**config.mk**
```make
export PLATFORM = sky130hd
export DESIGN_NAME = turn_ctl
export DESIGN_NICKNAME = d
export VERILOG_FILES = /design/src/rtl/turn_ctl.sv
export SDC_FILE = /design/constraint.sdc
export NUM_CORES = 1
export LEC_CHECK = 0
export ABC_CLOCK_PERIOD_IN_PS = 2000
export BUFFER_PORTS_ARGS = -buffer_cell sky130_fd_sc_hd__buf_2
export CORE_MARGIN = 10
export CORE_UTILIZATION = 49
export CTS_CLUSTER_SIZE = 16
export DETAILED_ROUTE_END_ITERATION = 7
export GPL_TIMING_DRIVEN = 0
export PLACE_DENSITY = 0.75
export RECOVER_POWER = 25
export SKIP_CTS_REPAIR_TIMING = 1
export SLEW_MARGIN = 40
export SYNTH_ARGS = -nofsm -noshare
export SYNTH_HDL_FRONTEND = slang
export SYNTH_SLANG_ARGS = --single-unit
```
**constraint.sdc**
```tcl
create_clock -name clk -period 2 [get_ports clk]
set_clock_uncertainty 0.15 [all_clocks]
set_input_delay 0.1 -clock clk [delete_from_list [all_inputs] [get_ports clk]]
set_output_delay 0.1 -clock clk [all_outputs]
set_load 0.05 [all_outputs]
```
**src/rtl/turn_ctl.sv**
```systemverilog
`default_nettype none
// +--------------------------------------------------------------------------+
// | turn_ctl: shooting-phase sequencer for the two-player ships game.         |
// | Optional answer timeout/resend logic: define TURN_TIMEOUT_RETRY_EN.       |
// | Revision: 1.0                                                             |
// +--------------------------------------------------------------------------+
module turn_ctl #(
  parameter int SHIP_CELLS  = 20,
  parameter int TIMEOUT_CYC = 65_000_000,
  parameter int MAX_RETRY   = 3
) (
  input  logic       clk,
  input  logic       rst,
  input  logic       start,
  input  logic       set_player,
  input  logic       shot_valid,
  input  logic [7:0] shot_pos,
  output logic [7:0] tx_data,
  output logic       tx_start,
  input  logic       tx_busy,
  input  logic       rx_valid,
  input  logic [7:0] rx_data,
  output logic       board_query_valid,
  output logic [7:0] board_query_pos,
  input  logic       board_ans_valid,
  input  logic       board_hit,
  output logic       your_turn,
  output logic       result_valid,
  output logic       result_hit,
  output logic       game_over,
  output logic       game_won,
  output logic       link_error
);

  localparam int               CNT_W       = $clog2(SHIP_CELLS + 1);
  localparam logic [CNT_W-1:0] c_SHIP_MAX  = CNT_W'(SHIP_CELLS);
  localparam logic [CNT_W-1:0] c_SHIP_LAST = CNT_W'(SHIP_CELLS - 1);
  localparam logic [7:0]       c_ANS_HIT   = 8'hA1;
  localparam logic [7:0]       c_ANS_MISS  = 8'hA0;

  typedef enum logic [3:0] {
    S_IDLE, S_MY_TURN, S_SEND_SHOT, S_WAIT_ANS, S_THEIR_TURN,
    S_QUERY, S_SEND_ANS, S_RESEND, S_GAME_OVER
  } state_t;

  state_t r_state, w_state_nxt, r_ret_state;

  logic [7:0]       r_shot, r_tx_data, r_query_pos, w_tx_byte;
  logic             r_tx_start, r_result_valid, r_result_hit, r_query_valid;
  logic             r_ans_hit, r_ans_done, r_game_won;
  logic [CNT_W-1:0] r_hit_cnt, r_taken_cnt;
  logic             w_dup, w_tx_go, w_latch_shot, w_res_hit, w_res_miss, w_query;
  logic             w_ans_latch, w_dup_go, w_win, w_taken_inc;
  logic             w_timeout, w_retry_left, w_retry_inc, w_link_fail;

  function automatic logic coord_ok(input logic [7:0] b);
    return (b[7:4] <= 4'd9) && (b[3:0] <= 4'd9);
  endfunction

  // Opponent resending the position we last answered: our answer was lost.
  assign w_dup = r_ans_done && rx_valid && (rx_data == r_query_pos);

  always_ff @(posedge clk or posedge rst) begin
    if (rst) r_state <= S_IDLE;
    else     r_state <= w_state_nxt;
  end

  always_comb begin
    w_state_nxt  = r_state;
    w_tx_go      = 1'b0;
    w_tx_byte    = r_ans_hit ? c_ANS_HIT : c_ANS_MISS;
    w_latch_shot = 1'b0;
    w_res_hit    = 1'b0;
    w_res_miss   = 1'b0;
    w_query      = 1'b0;
    w_ans_latch  = 1'b0;
    w_dup_go     = 1'b0;
    w_win        = 1'b0;
    w_taken_inc  = 1'b0;
    w_retry_inc  = 1'b0;
    w_link_fail  = 1'b0;
    unique case (r_state)
      S_IDLE: if (start) w_state_nxt = set_player ? S_MY_TURN : S_THEIR_TURN;
      S_MY_TURN: begin
        if (w_dup) begin
          w_dup_go    = 1'b1;
          w_state_nxt = S_RESEND;
        end else if (shot_valid && coord_ok(shot_pos)) begin
          w_latch_shot = 1'b1;
          w_state_nxt  = S_SEND_SHOT;
        end
      end
      S_SEND_SHOT: begin
        w_tx_byte = r_shot;
        if (!tx_busy) begin
          w_tx_go     = 1'b1;
          w_state_nxt = S_WAIT_ANS;
        end
      end
      S_WAIT_ANS: begin
        if (rx_valid && rx_data == c_ANS_HIT) begin
          w_res_hit = 1'b1;
          if (r_hit_cnt >= c_SHIP_LAST) begin
            w_win       = 1'b1;
            w_state_nxt = S_GAME_OVER;
          end else begin
            w_state_nxt = S_MY_TURN;
          end
        end else if (rx_valid && rx_data == c_ANS_MISS) begin
          w_res_miss  = 1'b1;
          w_state_nxt = S_THEIR_TURN;
        end else if (w_timeout) begin
          if (w_retry_left) begin
            w_retry_inc = 1'b1;
            w_state_nxt = S_SEND_SHOT;
          end else begin
            w_link_fail = 1'b1;
            w_state_nxt = S_GAME_OVER;
          end
        end
      end
      S_THEIR_TURN: begin
        if (w_dup) begin
          w_dup_go    = 1'b1;
          w_state_nxt = S_RESEND;
        end else if (rx_valid && coord_ok(rx_data)) begin
          w_query     = 1'b1;
          w_state_nxt = S_QUERY;
        end
      end
      S_QUERY: begin
        if (board_ans_valid) begin
          w_ans_latch = 1'b1;
          w_state_nxt = S_SEND_ANS;
        end
      end
      S_SEND_ANS: begin
        if (!tx_busy) begin
          w_tx_go = 1'b1;
          if (!r_ans_hit) begin
            w_state_nxt = S_MY_TURN;
          end else begin
            w_taken_inc = 1'b1;
            w_state_nxt = (r_taken_cnt >= c_SHIP_LAST) ? S_GAME_OVER : S_THEIR_TURN;
          end
        end
      end
      S_RESEND: begin
        if (!tx_busy) begin
          w_tx_go     = 1'b1;
          w_state_nxt = r_ret_state;
        end
      end
      S_GAME_OVER: w_state_nxt = S_GAME_OVER;
      default:     w_state_nxt = S_IDLE;
    endcase
  end

  always_ff @(posedge clk or posedge rst) begin
    if (rst) begin
      r_shot         <= 8'h00;
      r_tx_data      <= 8'h00;
      r_tx_start     <= 1'b0;
      r_result_valid <= 1'b0;
      r_result_hit   <= 1'b0;
      r_query_valid  <= 1'b0;
      r_query_pos    <= 8'h00;
      r_ans_hit      <= 1'b0;
      r_ans_done     <= 1'b0;
      r_game_won     <= 1'b0;
      r_hit_cnt      <= '0;
      r_taken_cnt    <= '0;
      r_ret_state    <= S_IDLE;
    end else begin
      r_tx_start     <= w_tx_go;
      r_result_valid <= w_res_hit | w_res_miss;
      r_query_valid  <= w_query;
      if (w_tx_go)                 r_tx_data    <= w_tx_byte;
      if (w_res_hit | w_res_miss)  r_result_hit <= w_res_hit;
      if (w_query)                 r_query_pos  <= rx_data;
      if (w_latch_shot)            r_shot       <= shot_pos;
      if (w_ans_latch)             r_ans_hit    <= board_hit;
      if (w_dup_go)                r_ret_state  <= r_state;
      if (w_win)                   r_game_won   <= 1'b1;
      if (r_state == S_SEND_ANS && w_tx_go) r_ans_done <= 1'b1;
      if (w_res_hit && r_hit_cnt != c_SHIP_MAX)     r_hit_cnt   <= r_hit_cnt + 1'b1;
      if (w_taken_inc && r_taken_cnt != c_SHIP_MAX) r_taken_cnt <= r_taken_cnt + 1'b1;
    end
  end

`ifdef TURN_TIMEOUT_RETRY_EN
  localparam int               TMR_W     = $clog2(TIMEOUT_CYC + 1);
  localparam int               RTY_W     = (MAX_RETRY < 1) ? 1 : $clog2(MAX_RETRY + 1);
  localparam logic [TMR_W-1:0] c_TMR_MAX = TMR_W'(TIMEOUT_CYC);
  localparam logic [RTY_W-1:0] c_RTY_MAX = RTY_W'(MAX_RETRY);

  logic [TMR_W-1:0] r_timer;
  logic [RTY_W-1:0] r_retry;
  logic             r_link_error;

  assign w_timeout    = (r_timer == c_TMR_MAX);
  assign w_retry_left = (r_retry < c_RTY_MAX);
  assign link_error   = r_link_error;

  // Timer runs only while an answer is outstanding; any other state clears it.
  always_ff @(posedge clk or posedge rst) begin
    if (rst) begin
      r_timer      <= '0;
      r_retry      <= '0;
      r_link_error <= 1'b0;
    end else begin
      r_timer <= (r_state == S_WAIT_ANS && !w_timeout) ? r_timer + 1'b1 : '0;
      if (w_res_hit | w_res_miss) r_retry <= '0;
      else if (w_retry_inc)       r_retry <= r_retry + 1'b1;
      if (w_link_fail)            r_link_error <= 1'b1;
    end
  end
`else
  logic w_unused_cfg;
  assign w_timeout    = 1'b0;
  assign w_retry_left = 1'b0;
  assign link_error   = 1'b0;
  assign w_unused_cfg = w_retry_inc ^ w_link_fail ^ (TIMEOUT_CYC > 0) ^ (MAX_RETRY > 0);
`endif

  assign tx_data           = r_tx_data;
  assign tx_start          = r_tx_start;
  assign board_query_valid = r_query_valid;
  assign board_query_pos   = r_query_pos;
  assign your_turn         = (r_state == S_MY_TURN);
  assign result_valid      = r_result_valid;
  assign result_hit        = r_result_hit;
  assign game_over         = (r_state == S_GAME_OVER);
  assign game_won          = r_game_won;

endmodule
`default_nettype wire

```
==> impl_metrics.toml, run 1 <==
[clock_network]
htreeDepth = 2
cts_root_buffer = "clkbuf_8"
cts.clk_slew.worst_paths_ps = 90
insertion_delay_ps = 310
clock_path_buffers = 2
cts_buffers = 5
cts_sinks = 49
cts_tree = "built"

[timing]
clock.fmax_mhz = 488
tightest_slew_ps = 1140
maxSlewHeadroom_pct = 23.7
hold-worst-slack_ps = 14.4
hold_violations = 0
period_minus_slack_ps = 2050
tns_ps = -396
min_period_over_period_pct = 103
rsz0062_at_grt = "true"
setup_slack_ps = -50.7
setup_violations = 9
slew_viol_final = 0

[critical_path]
cp_slowest_cell = "dfrtp_1"
r2r-start = "r_state[3]"
r2r_end = "r_shot[7]"
r2r_slack_ps = -50
rr_worst_depth = 6
slowest_delay_ps = 400
worst-path-buf-inv = 3
arrival_ps = 2100
cp_max_fo = 8
start_kind = "flop"
worstSetupPathType = "reg2reg"
cp_cell_sequence = "buf_6, nor4b_4, buf_4, nor3b_4, buf_12, mux2_4"
required_ps = 2050
cp_top_family = "simple AND/OR/NAND/NOR gates"
endpoint_kind = "flop"

[logic_synthesis]
avgSynthCellArea_um2 = 11.1
yosys_warnings = 0
synth_area_um2 = 2450
synth_seq_cells = 49
async_flop_share_pct = 100
synth_flop_cell = "dfrtp_1"
netlist_instances = 221
synth_top_area_share_pct = 50.1
synth_area_leader_cell = "dfrtp_1"
ys_seq_area_share_pct = 50.1
synthTopCellsByArea = "dfrtp_1, mux2_2, xnor2_1, o21ai_0, nand3_1"
synth_edf_count = 0
synth_cell_types = 44
synth_fp_nets = 250

[outcome]
violations = "setup timing"
status = "finished with violations"

[floorplanning]
num_rows = 25
start_util_pct = 51.1
dieArea_um2 = 8220
die_x_um = 90.7
ios = 49
coreArea_um2 = 4790
die_h_um = 90.7

[layout]
areaGrowthSynthToFinish_pct = 35.8
ff_latch_area_um2 = 1230
fin_cells = 379
design_area_um2 = 3320
fillCellCount = 346
final_nets = 340
final_common_cell = "dfrtp_1"
layout_common_cells = "dfrtp_1, buf_2, buf_4, dlygate4sd3_1"
diodes = 0
multi_input_area_um2 = 1210
drive_gt1_share_pct = 38.1

[global_route]
gr-usage-all-layers_pct = 12.6
grt_overflow = 0
grt_max_degree = 26
grt_pass1_wl_um = 8650
antenna_found_initial = 0
first_global_vias = 1781

[place]
hpwlAfterDp_um = 4000
post_dp_cell_area_um2 = 2810
dp_cells = 336
preCtsSetupSlack_ps = -201
gp_congestion = 0.791
io_buffers = 47

[power_and_ir_drop]
ir_drop_mv = 0.799
pwr-share-clk_pct = 13.6
p_leak_nw = 1.53
p_sw_mw = 1.83
combinationalPowerShare_pct = 50.4
swShare_pct = 42.4
power_density_nw_per_um2 = 1300
power_frac_seq_pct = 36.0
p_int_mw = 2.49

[routing]
wl_per_cell_um = 15.8
drc_errors = 0
routed_via_density = 5.27
vias = 1999
ant_nets = 0
drtPass1Iterations = 4
finalWirelength_um = 5970
drtIter0Drc = 135

[hold_path]
hold_class = "in2reg"
min_path_cells = 3
hold_path.startpoint = "board_ans_valid"
holdPathEnd = "r_ans_hit"

[job]
cap_violations = 0
## logic make-up (layout without fill, tap and decap cells)
kind of cell | count (synthesis) | in the layout | synth area share, %
XOR/XNOR | 16 | 16 | 5.73
flip-flops | 49 | 49 | 50.1
multiplexers | 20 | 20 | 9.15
buffers and inverters | 25 | 116 | 4.29
AND/OR/NAND/NOR | 65 | 65 | 17.2
other | 1 | 1 | 0.153
AO/OA/AOI/OAI | 41 | 41 | 11.4
adder cells (fa/ha/maj) | 4 | 4 | 2.05
## Yosys cell counts, types with 4 or more instances
library cell / n
ha_1: 4
inv_1: 15
nand3_1: 13
o21bai_1: 5
nand2_1: 12
buf_2: 6
mux2_2: 19
o21ai_0: 16
dfrtp_1: 49
nand4_1: 7
nor2_1: 8
xnor2_1: 16
## state kept, by name (all words and copies together), names as in the netlist
register	flops
tx_data	8
r_state	4
r_hit_cnt	5
result_hit	1
r_ans_hit	1
game_won	1
board_query_valid	1
board_query_pos	8
r_ans_done	1
r_ret_state	4
tx_start	1
r_taken_cnt	5
result_valid	1
r_shot	8
## power groups by stage
stage          clock [mW]  combinational, mW  sequential (mW)
2_1_floorplan           0              0.975             2.04
5_1_grt             0.636               2.34             1.61
4_1_cts             0.603               1.89             1.54
3_5_place_dp            0               1.88             1.57
3_3_place_gp            0               1.85             1.54
6_report            0.588               2.18             1.56
## through the flow
step	total power, mW	utilization [%]
2_1_floorplan	3.01	-
3_3_place_gp	3.40	58.3
3_5_place_dp	3.45	58.8
4_1_cts	4.04	60.6
5_1_grt	4.59	69.5
6_report	4.32	69.5
## cell type report
class	instances	area share (%)
multi-input combinational	147	36.5
buffer	9	1.96
inverter	15	1.73
clock buffer	6	2.18
timing repair buffer	84	17.7
clock inverter	2	0.452
sequential	49	36.9
tap	67	2.52
## metal layers
| metal | vias up | GRT usage, % | part of all wire [%] |
|---|---|---|---|
| met5 | - | 0 | 0 |
| met4 | 0 | 4.77 | 1.4 |
| met3 | 12 | 3.66 | 6.2 |
| met2 | 48 | 19.5 | 48 |
| met1 | 973 | 16.2 | 44 |
| li1 | 966 | - | - |
## worst min-delay path, stage by stage
cell and delay (ps):
buf_2 110, nand4b_1 90, mux2_2 150
## how the worst max path moves through the flow
stage | cells after the start | slack, ps | end | start
global placement | 6 | -180 | r_hit_cnt[3] | r_state[3]
global route | 6 | -110 | r_shot[4] | r_state[3]
finish | 6 | -50 | r_shot[7] | r_state[3]
floorplan | 4 | -400 | r_shot[1] | r_state[2]
detailed placement | 6 | -200 | r_hit_cnt[3] | r_state[3]
CTS | 6 | -230 | r_hit_cnt[3] | r_state[3]
Power figures use the tool's default switching activity.
==> inputs of run 2 (changes only) <==
==> constraint.sdc (replaced) <==
create_clock -name clk -period 2 [get_ports clk]
set_clock_uncertainty 0.15 [all_clocks]
set_input_delay 0.6 -clock clk [delete_from_list [all_inputs] [get_ports clk]]
set_output_delay 0.6 -clock clk [all_outputs]
set_load 0.05 [all_outputs]
==> impl_metrics.toml, run 2 (synthesized netlist as in run 1, its figures left out) <==
[critical_path]
required_ps = 1250
r2r_end = "board_query_pos[2]"
slowest_delay_ps = 390
arrival_ps = 1470
start_kind = "flop"
cp_slowest_cell = "dfrtp_1"
cp_cell_sequence = "buf_6, buf_8, nor4b_4, buf_6"
worst-path-buf-inv = 3
crit_top_cell = "buf_6"
rr_worst_depth = 6
worstSetupPathType = "reg2out"
r2r_slack_ps = -130
endpoint_kind = "primary output"
r2r-start = "r_state[2]"
cp_top_family = "buffers and inverters"
cp_max_fo = 7

[layout]
fin_cells = 357
layout_common_cells = "buf_2, dfrtp_1, o21ai_0, xnor2_1, inv_1"
diodes = 0
areaGrowthSynthToFinish_pct = 28.7
drive_gt1_share_pct = 39.7
final_common_cell = "buf_2"
final_nets = 318

[power_and_ir_drop]
p_leak_nw = 1.45
power_density_nw_per_um2 = 1390
power_mw = 4.38
ir_drop_mv = 0.832

[hold_path]
hold_class = "in2async"

[timing]
slew_viol_final = 0
clock.fmax_mhz = 451
setup_slack_ps = -218
rsz0062_at_grt = "true"
setup_violations = 20
tns_ps = -1850
period_minus_slack_ps = 2220
hold_violations = 0
tightest_slew_ps = 937
maxSlewHeadroom_pct = 37.2
min_period_over_period_pct = 111

[clock_network]
cts_buffers = 5
cts_sinks = 49
cts_tree = "built"
clock_path_buffers = 2
cts.clk_slew.worst_paths_ps = 90
cts_root_buffer = "clkbuf_8"
insertion_delay_ps = 310
htreeDepth = 2

[floorplanning]
coreArea_um2 = 4790
start_util_pct = 51.1
die_x_um = 90.7
num_rows = 25
dieArea_um2 = 8220
die_h_um = 90.7
ios = 49

[routing]
finalWirelength_um = 5620
routed_via_density = 5.34
vias = 1908
ant_nets = 0
drtIter0Drc = 163
wl_per_cell_um = 15.7
drtPass1Iterations = 4
drc_errors = 0

[place]
gp_congestion = 0.841
preCtsSetupSlack_ps = -408
hpwlAfterDp_um = 3970
dp_cells = 336
io_buffers = 47

[global_route]
grt_overflow = 0
gr-usage-all-layers_pct = 13.0
grt_pass1_wl_um = 9030
antenna_found_initial = 0
grt_max_degree = 29
first_global_vias = 1850

[outcome]
status = "finished with violations"
violations = "setup timing"

[job]
cap_violations = 0
==> run 2: changes by cell type in the layout (fill, tap and decap cells not counted), sizes merged <==
| cell | delta |
|---|---|
| buf | -1 |
| bufinv | +1 |
| clkbuf | -1 |
| clkinvlp | -2 |
| dlygate4sd3 | -19 |
==> run 2: worst max-delay path by stage <==
| stage | from | endpoint | slack, ps | cells after the start |
|---|---|---|---|---|
| global placement | rst | r_hit_cnt[3] | -550 | 2 |
| finish | r_state[2] | game_over | -220 | 4 |
| CTS | r_state[3] | your_turn | -470 | 3 |
| floorplan | r_state[2] | r_shot[1] | -400 | 4 |
| detailed placement | rx_data[6] | r_hit_cnt[3] | -410 | 6 |
| global route | r_state[2] | game_over | -260 | 4 |
==> run 2: final cells by class <==
type / count / area (um2)
Inverter: 15 / 57.6
Sequential cell: 49 / 1230
Multi-Input combinational cell: 147 / 1210
Buffer: 10 / 86.3
Tap cell: 67 / 83.8
Timing Repair Buffer: 61 / 367
Clock buffer: 7 / 86.3
Clock inverter: 1 / 30.0
Fill cell: 381 / 1640
==> run 2: where the power goes <==
| part | internal, mW | switching [mW] | total [mW] | leakage [nW] |
|---|---|---|---|---|
| clock | 0.408 | 0.329 | 0.737 | 0.0585 |
| combinational | 0.861 | 1.23 | 2.09 | 0.783 |
| sequential | 1.31 | 0.244 | 1.55 | 0.609 |
| total | 2.58 | 1.80 | 4.38 | 1.45 |
==> run 2: through the flow <==
stage                     cell area [um2]  util [%]  hold WS, ps
after detailed placement             2830      59.1          315
after global placement               2810      58.7          307
after CTS                            2950      61.6         95.8
final                                3150      65.8          278
after global routing                 3150      65.8          347
after floorplan                      2490         -          294
==> run 2: per-layer routing <==
layer / share of wire (%) / GRT usage (%) / vias up
li1: - / - / 924
met1: 46 / 16.6 / 928
met2: 48 / 20.6 / 49
met3: 4.4 / 2.99 / 7
met4: 1.6 / 5.57 / 0
met5: 0 / 0 / -
